$ cat src/rtl/regfile_arb_pkg.sv
// Shared constants and types for the register-file write arbiter.
// Widths, slot state and port select encodings.
package regfile_arb_pkg;

  localparam int unsigned DATA_W   = 32;
  localparam int unsigned ADDR_W   = 5;
  localparam int unsigned NUM_REGS = 32;

  typedef enum logic {
    SLOT_EMPTY,
    SLOT_FULL
  } slot_state_t;

  typedef enum logic {
    PORT_A,
    PORT_B
  } port_sel_t;

endpackage

$ cat src/rtl/regfile_wr_slot.sv
// One-entry holding slot for a writeback source.
// Ports: clk, reset_n, valid/addr/data in, grant in; ready, current
// and next-state slot contents, capture strobe out. Writes to r0
// are accepted but dropped.
module regfile_wr_slot
  import regfile_arb_pkg::*;
(
  input  logic              clk,
  input  logic              reset_n,
  input  logic              valid,
  input  logic [ADDR_W-1:0] addr,
  input  logic [DATA_W-1:0] data,
  input  logic              grant,
  output logic              ready,
  output logic              capture,
  output logic              full,
  output logic [ADDR_W-1:0] slot_addr,
  output logic [DATA_W-1:0] slot_data,
  output logic              full_nxt,
  output logic [ADDR_W-1:0] addr_nxt
);

  slot_state_t       state_q, state_d;
  logic [ADDR_W-1:0] addr_q, addr_d;
  logic [DATA_W-1:0] data_q, data_d;
  logic              accept;

  always_comb begin
    ready   = reset_n &&
              ((state_q == SLOT_EMPTY) || grant);
    accept  = valid && ready;
    capture = accept && (addr != '0);
    state_d = state_q;
    addr_d  = addr_q;
    data_d  = data_q;
    if (!reset_n) begin
      state_d = SLOT_EMPTY;
    end else if (capture) begin
      // capture wins over release: grant+accept keeps the slot full
      state_d = SLOT_FULL;
      addr_d  = addr;
      data_d  = data;
    end else if (grant) begin
      state_d = SLOT_EMPTY;
    end
  end

  always_ff @(posedge clk) begin
    if (!reset_n) begin
      state_q <= SLOT_EMPTY;
      addr_q  <= '0;
      data_q  <= '0;
    end else begin
      state_q <= state_d;
      addr_q  <= addr_d;
      data_q  <= data_d;
    end
  end

  assign full      = (state_q == SLOT_FULL);
  assign slot_addr = addr_q;
  assign slot_data = data_q;
  assign full_nxt  = (state_d == SLOT_FULL);
  assign addr_nxt  = addr_d;

endmodule

$ cat src/rtl/regfile_write_arbiter.sv
// Arbitrates the single register-file write port between ports A and B.
// Ports: clk, reset_n; A_/B_ Valid, Addr, Data in, Ready out;
// registered WriteEnable, WriteRegister, WriteData, Busy out.
module regfile_write_arbiter
  import regfile_arb_pkg::*;
(
  input  logic                clk,
  input  logic                reset_n,
  input  logic                A_Valid,
  input  logic [ADDR_W-1:0]   A_Addr,
  input  logic [DATA_W-1:0]   A_Data,
  output logic                A_Ready,
  input  logic                B_Valid,
  input  logic [ADDR_W-1:0]   B_Addr,
  input  logic [DATA_W-1:0]   B_Data,
  output logic                B_Ready,
  output logic                WriteEnable,
  output logic [ADDR_W-1:0]   WriteRegister,
  output logic [DATA_W-1:0]   WriteData,
  output logic [NUM_REGS-1:0] Busy
);

  logic              grant_a, grant_b;
  logic              a_cap, b_cap;
  logic              a_full, b_full;
  logic [ADDR_W-1:0] a_addr, b_addr;
  logic [DATA_W-1:0] a_data, b_data;
  logic              a_full_nxt, b_full_nxt;
  logic [ADDR_W-1:0] a_addr_nxt, b_addr_nxt;

  port_sel_t           last_q, last_d;
  port_sel_t           old_q, old_d;
  logic                old_vld_q, old_vld_d;
  logic                we_q, we_d;
  logic [ADDR_W-1:0]   wreg_q, wreg_d;
  logic [DATA_W-1:0]   wdata_q, wdata_d;
  logic [NUM_REGS-1:0] busy_q, busy_d;

  regfile_wr_slot u_slot_a (
    .clk       (clk),
    .reset_n   (reset_n),
    .valid     (A_Valid),
    .addr      (A_Addr),
    .data      (A_Data),
    .grant     (grant_a),
    .ready     (A_Ready),
    .capture   (a_cap),
    .full      (a_full),
    .slot_addr (a_addr),
    .slot_data (a_data),
    .full_nxt  (a_full_nxt),
    .addr_nxt  (a_addr_nxt)
  );

  regfile_wr_slot u_slot_b (
    .clk       (clk),
    .reset_n   (reset_n),
    .valid     (B_Valid),
    .addr      (B_Addr),
    .data      (B_Data),
    .grant     (grant_b),
    .ready     (B_Ready),
    .capture   (b_cap),
    .full      (b_full),
    .slot_addr (b_addr),
    .slot_data (b_data),
    .full_nxt  (b_full_nxt),
    .addr_nxt  (b_addr_nxt)
  );

  // Grant sees only slot state, so Ready never depends on Valid.
  always_comb begin
    grant_a = 1'b0;
    grant_b = 1'b0;
    unique case (1'b1)
      a_full && !b_full: grant_a = 1'b1;
      !a_full && b_full: grant_b = 1'b1;
      a_full && b_full: begin
        // same target: older write first, ties go to A
        if (a_addr == b_addr)
          grant_a = !old_vld_q || (old_q == PORT_A);
        else
          grant_a = (last_q == PORT_B);
        grant_b = !grant_a;
      end
      default: ;
    endcase
  end

  always_comb begin
    last_d    = last_q;
    old_d     = old_q;
    old_vld_d = old_vld_q;
    we_d      = grant_a || grant_b;
    wreg_d    = wreg_q;
    wdata_d   = wdata_q;
    busy_d    = '0;
    if (grant_a) begin
      last_d  = PORT_A;
      wreg_d  = a_addr;
      wdata_d = a_data;
    end else if (grant_b) begin
      last_d  = PORT_B;
      wreg_d  = b_addr;
      wdata_d = b_data;
    end
    // age only matters while both slots are occupied
    if (!(a_full_nxt && b_full_nxt)) begin
      old_vld_d = 1'b0;
    end else if (a_full && !grant_a && b_cap) begin
      old_vld_d = 1'b1;
      old_d     = PORT_A;
    end else if (b_full && !grant_b && a_cap) begin
      old_vld_d = 1'b1;
      old_d     = PORT_B;
    end else if (a_cap && b_cap) begin
      old_vld_d = 1'b0;
    end
    if (a_full_nxt) busy_d[a_addr_nxt] = 1'b1;
    if (b_full_nxt) busy_d[b_addr_nxt] = 1'b1;
  end

  always_ff @(posedge clk) begin
    if (!reset_n) begin
      last_q    <= PORT_B;
      old_q     <= PORT_A;
      old_vld_q <= 1'b0;
      we_q      <= 1'b0;
      wreg_q    <= '0;
      wdata_q   <= '0;
      busy_q    <= '0;
    end else begin
      last_q    <= last_d;
      old_q     <= old_d;
      old_vld_q <= old_vld_d;
      we_q      <= we_d;
      wreg_q    <= wreg_d;
      wdata_q   <= wdata_d;
      busy_q    <= busy_d;
    end
  end

  assign WriteEnable   = we_q;
  assign WriteRegister = wreg_q;
  assign WriteData     = wdata_q;
  assign Busy          = busy_q;

endmodule

$ cat config.mk
export PLATFORM = sky130hd
export DESIGN_NAME = regfile_write_arbiter
export DESIGN_NICKNAME = d
export VERILOG_FILES = /design/src/rtl/regfile_arb_pkg.sv /design/src/rtl/regfile_wr_slot.sv /design/src/rtl/regfile_write_arbiter.sv
export SDC_FILE = /design/constraint.sdc
export NUM_CORES = 1
export LEC_CHECK = 0
export ABC_CLOCK_PERIOD_IN_PS = 8100
export CORE_MARGIN = 2
export CORE_UTILIZATION = 53
export CTS_CLUSTER_SIZE = 16
export DETAILED_ROUTE_END_ITERATION = 10
export PLACE_DENSITY = 0.94
export SKIP_LAST_GASP = 1
export SYNTH_ARGS = -nofsm -noshare
export SYNTH_HDL_FRONTEND = slang
export SYNTH_HIERARCHICAL = 1
export SYNTH_SLANG_ARGS = --single-unit
$ cat constraint.sdc
create_clock -name clk -period 8.1 [get_ports clk]
set_input_delay 0.81 -clock clk [delete_from_list [all_inputs] [get_ports clk]]
set_output_delay 0.81 -clock clk [all_outputs]
set_load 0.1 [all_outputs]
# == Word-level counts from Yosys, hierarchy flattened ==
# Index checks and enable logic that the tools add are counted.
# word_totals
inputBits,78
ff_bits,149
word_cells,87
ramBits,0
rom_bits,0
out_inout_bits,72
mem_count,0
latch_bits,0
# op_classes
addsub,0
n_shift,0
mul,0
n_lt_le_gt_ge,4
muxes,31
eq_ne,1
reduce_logical,34
bitwise_logic,4
div,0
# ops
op,count
32-bit 2-to-1 mux,4
32-bit bitwise OR,1
5-bit 2-to-1 mux,6
1-bit logical AND,17
1-bit 2-to-1 mux,17
"5-bit by 6-bit less-than comparator with 1-bit output, second input constant",2
1-bit demux with 5-bit select,2
"5-bit by 1-bit >= comparator with 1-bit output, second input constant",2
5-bit nonzero test,2
1-bit zero test,6
5-bit equality test,1
1-bit logical OR,4
1-bit case mux with 2 select lines,2
2-bit AND reduction,2
2-bit nonzero test,2
1-bit inverter,3
3-bit nonzero test,1

# == Depth between registers and ports, before layout ==
# logic_depth
ltp_word,18
mapped_depth,14
depth_no_buf,13

# == Cells and area by module ==
# Netlist, hierarchy kept.
# modules_own_cells
mod,cells_per_inst,instances,area_each_um2,seq_area_each_um2
regfile_write_arbiter,319,1,3170.5,1461.4
regfile_wr_slot,181,2,1488.9,760.7

# == Worst setup path before layout ==
# No wires, ideal clock.
# synth_path
path_type,flip-flop to output port
startpoint,"register u_slot_b.state_q, in the netlist u_slot_b/full"
endpoint,output port B_Ready
required_time_ns,7.290
setup_slack_ns,5.082
arrival_time_ns,2.208
path_buffers,3
path_stages_with_launch,7
path_cell_list,dfxtp_1 -> clkbuf_1 -> buf_1 -> buf_2 -> o31a_1 -> nand2b_4 -> and2_1
# synth_between
elab_chain_cells,4
word_cells_on_any_way,6
cone_classes,mux: 1; bitwise: 1; reduce/logical: 4
# synth_rtl
item,line,source
from (decl),regfile_wr_slot.sv:23,"slot_state_t state_q, state_d;"
from (signal assigned),regfile_wr_slot.sv:54,state_q <= state_d;
"1-bit logical AND, on equally long branches","regfile_write_arbiter.sv:78, regfile_write_arbiter.sv:77",
1-bit case mux with 2 select lines (*),regfile_write_arbiter.sv:75,unique case (1'b1)
net grant_b,regfile_write_arbiter.sv:23,"logic grant_a, grant_b;"
1-bit logical OR (*),regfile_wr_slot.sv:30,((state_q == SLOT_EMPTY) || grant);
1-bit logical AND (*),regfile_wr_slot.sv:29,ready = reset_n &&
to (decl),regfile_write_arbiter.sv:16,"output logic B_Ready,"
# The timed path passes the listed nets; every way through them passes the cells marked *.

# == Worst setup path after layout ==
# layout_path
startpoint,"register u_slot_b.addr_q[3], in the netlist u_slot_b/slot_addr[3]"
endpoint,output port B_Ready
# layout_between
elab_chain_cells,7
# layout_rtl
item,line,source
from (decl),regfile_wr_slot.sv:24,"logic [ADDR_W-1:0] addr_q, addr_d;"
from (signal assigned),regfile_wr_slot.sv:55,addr_q <= addr_d;
5-bit equality test,regfile_write_arbiter.sv:80,if (a_addr == b_addr)
1-bit 2-to-1 mux,regfile_write_arbiter.sv:80,
1-bit 2-to-1 mux,regfile_write_arbiter.sv:75,
1-bit zero test,regfile_write_arbiter.sv:84,grant_b = !grant_a;
1-bit case mux with 2 select lines,regfile_write_arbiter.sv:75,
net grant_b,regfile_write_arbiter.sv:23,
1-bit logical OR,regfile_wr_slot.sv:30,
1-bit logical AND,regfile_wr_slot.sv:29,
# The timed path passes the listed nets, and every way through them passes these cells. The select of a mux whose other input is x is not followed.

==> reports/metrics.yaml <==
slew_viol_final: 0
die_h_um: 112
num-fill-cells: 758
period_share: 0.512
start_kind: "register"
worst-r2r-cell-count: 12
drtAntennaViolNets: 0
clock_latency_ns: 0.43
peakVddDrop_uv: 165
drt_iter0_drc: 605
tns_ns: 0
clockRootBuffer: "clkbuf_16"
synth-edff-count: 0
power.density_nw_per_um2: 233
ys_warn_count: 6
grt_max_degree: 87
holdPathEnd: "u_slot_a/slot_data[29]"
cts_resized: 0
h-tree-depth: 4
avgSynthCellArea_um2: 9.03
r2r-start: "u_slot_b/slot_addr[1]"
period_needed_ns: 4.15
io_buffers: 149
grt_remaining_overflow: 0
post_cts_buffers: 0
ioPinCount: 150
syn-instance-count: 681
routed_wirelength_um: 18300
tightestPinTransition_ns: 1.24
start_util: 0.541
drc_errors: 0
cts.clk_slew.worst_paths_ns: 0.07
place_area_um2: 7520
cp-end-kind: "output port"
min_path_type: "reg2reg"
cts_inserted_buffers: 17
tritoncts: "yes"
rrSetupSlack_ns: 3.98
core_um2: 11400
dp_hpwl_um: 11500
synthToLayoutAreaGrowth_pct: 32.5
required_ns: 7.29
cp_max_fo: 9
syn-cell-area_um2: 6150
grt_pass1_vias: 5664
num_vias: 5926
synthFlopType: "dfxtp_1"
rsz0062_at_grt: "false"
finalPower_uw: 1900
worstHoldStart: "u_slot_a/slot_data[29]"
synth_nets: 759
die_area_um2: 12500
status: "completed"
finalHoldViolations: 0
die_w_um: 112
synthArstFlopShare: 0
grt_use_total: 0.287
drv_cap: 0
ys_types: 44
cts.sinks: 149
p_leak_uw: 0.00292
rows: 39
layout_common_cells: "148 x dfxtp_1, 148 x clkdlybuf4s50_1, 92 x nand2_1"
final_nets: 878
hold_depth: 2
first_pass_iters: 5
cts-hold-fix-buffers: 0
routed_via_density: 6.20
antenna_found_initial: 0
antenna_cells: 0
layout-drive-gt1-share: 0.0726
pre_cts_slack_ns: 3.95
max-slew-margin-rel: 0.171
gp_congestion: 0.894
yosys_register_bits: 149
worst_slack_ns: 3.95
critPathArrivalTime_ns: 3.34
clock_skew_ns: 0.0187
max_freq_mhz: 241
wire_per_inst_um: 19.1
grt_pass1_wl_um: 29000
cts.path.max_buffers: 2
final_util: 0.716
criticalPathCategory: "reg2out"
final_cell_area_um2: 8140
setup_viol: 0
r2r-end: "Busy[9]"
yosysSeqAreaShare: 0.485
==> worst max-delay path, cell delays in order (launching register included) <==
cell and delay, ns:
dfxtp_1 0.45, xnor2_1 0.17, nand3_1 0.23, nor3_4 0.40, o31a_1 0.19, nand2b_4 0.14, and2_1 0.19, clkdlybuf4s50_1 1.15
==> where the power goes <==
part / total [uW] / internal, uW / leakage [uW] / switching [uW]
clock network: 800 / 423 / 0.000300 / 377
registers: 809 / 772 / 0.00122 / 36.6
logic: 289 / 100 / 0.00141 / 189
==> cell families after synthesis <==
kind of cell / share of synthesized area
mux: 0.00651
buf+inv: 0.0590
compound gates: 0.240
simple gates: 0.202
flops: 0.485
xor+xnor: 0.00712
==> stage by stage <==
stage          instances  hold slack (ns)
2_1_floorplan        681            0.429
3_3_place_gp         924            0.436
4_1_cts              956            0.452
5_1_grt              956            0.467
6_report             956            0.455
3_5_place_dp         924            0.441
==> per-layer routing <==
layer,global-route usage,wire (um),vias up
li1,-,-,2692
met1,0.349,7090,2770
met2,0.475,8800,403
met3,0.0778,1800,61
met4,0.137,594,0
met5,0,0,-
==> worst max path at each step <==
stage	startpoint	to	slack [ns]	cells after the start
2_1_floorplan	u_slot_b/full	B_Ready	5.08	6
3_3_place_gp	reset_n	Busy[11]	4.10	9
3_5_place_dp	reset_n	Busy[9]	3.95	9
4_1_cts	u_slot_b/slot_addr[2]	B_Ready	3.98	7
5_1_grt	u_slot_b/slot_addr[4]	Busy[9]	3.68	12
6_report	u_slot_b/slot_addr[3]	B_Ready	3.95	7
==> area by class of cell <==
cell class	count	area [um2]	share of cell area
Clock inverter	15	194	0.0238
Multi-Input combinational cell	468	2810	0.345
Inverter	12	45.0	0.00553
Tap cell	143	179	0.0220
Sequential cell	149	2980	0.366
Timing Repair Buffer	152	1510	0.185
Clock buffer	17	425	0.0522
==> Yosys cell counts (2+ instances only) <==
library cell  count  area, um2
nand3_1          71        355
nor3_2            2       20.0
xnor2_1           3       26.3
mux2i_1           4       40.0
a32o_1            2       20.0
nor2_1           46        173
or3b_1            4       35.0
and3_4            2       22.5
dfxtp_1         149       2980
a22o_1           68        596
o22a_1           32        280
nand2_2           2       12.5
nand2_1          92        345
o21ai_1          81        405
nand4_1           4       25.0
buf_6            13        146
a21oi_1           6       30.0
and2_1            2       12.5
nand3b_1         10       75.1
buf_2             5       25.0
inv_2             2       7.51
buf_1             4       15.0
buf_4             5       37.5
nand2_4           2       22.5
nand2b_4          2       27.5
xor2_1            2       17.5
a21boi_1          4       30.0
or3_1             8       50.1
clkbuf_1         25       93.8
inv_1            10       37.5
a31oi_1           6       37.5
==> registers in the layout, summed over array words and instances (netlist names), 5 cells and up <==
signal	count
u_slot_b/slot_addr	5
WriteData	32
u_slot_a/slot_addr	5
u_slot_b/slot_data	32
WriteRegister	5
Busy	32
u_slot_a/slot_data	32
(Power assumes the default switching activity.)
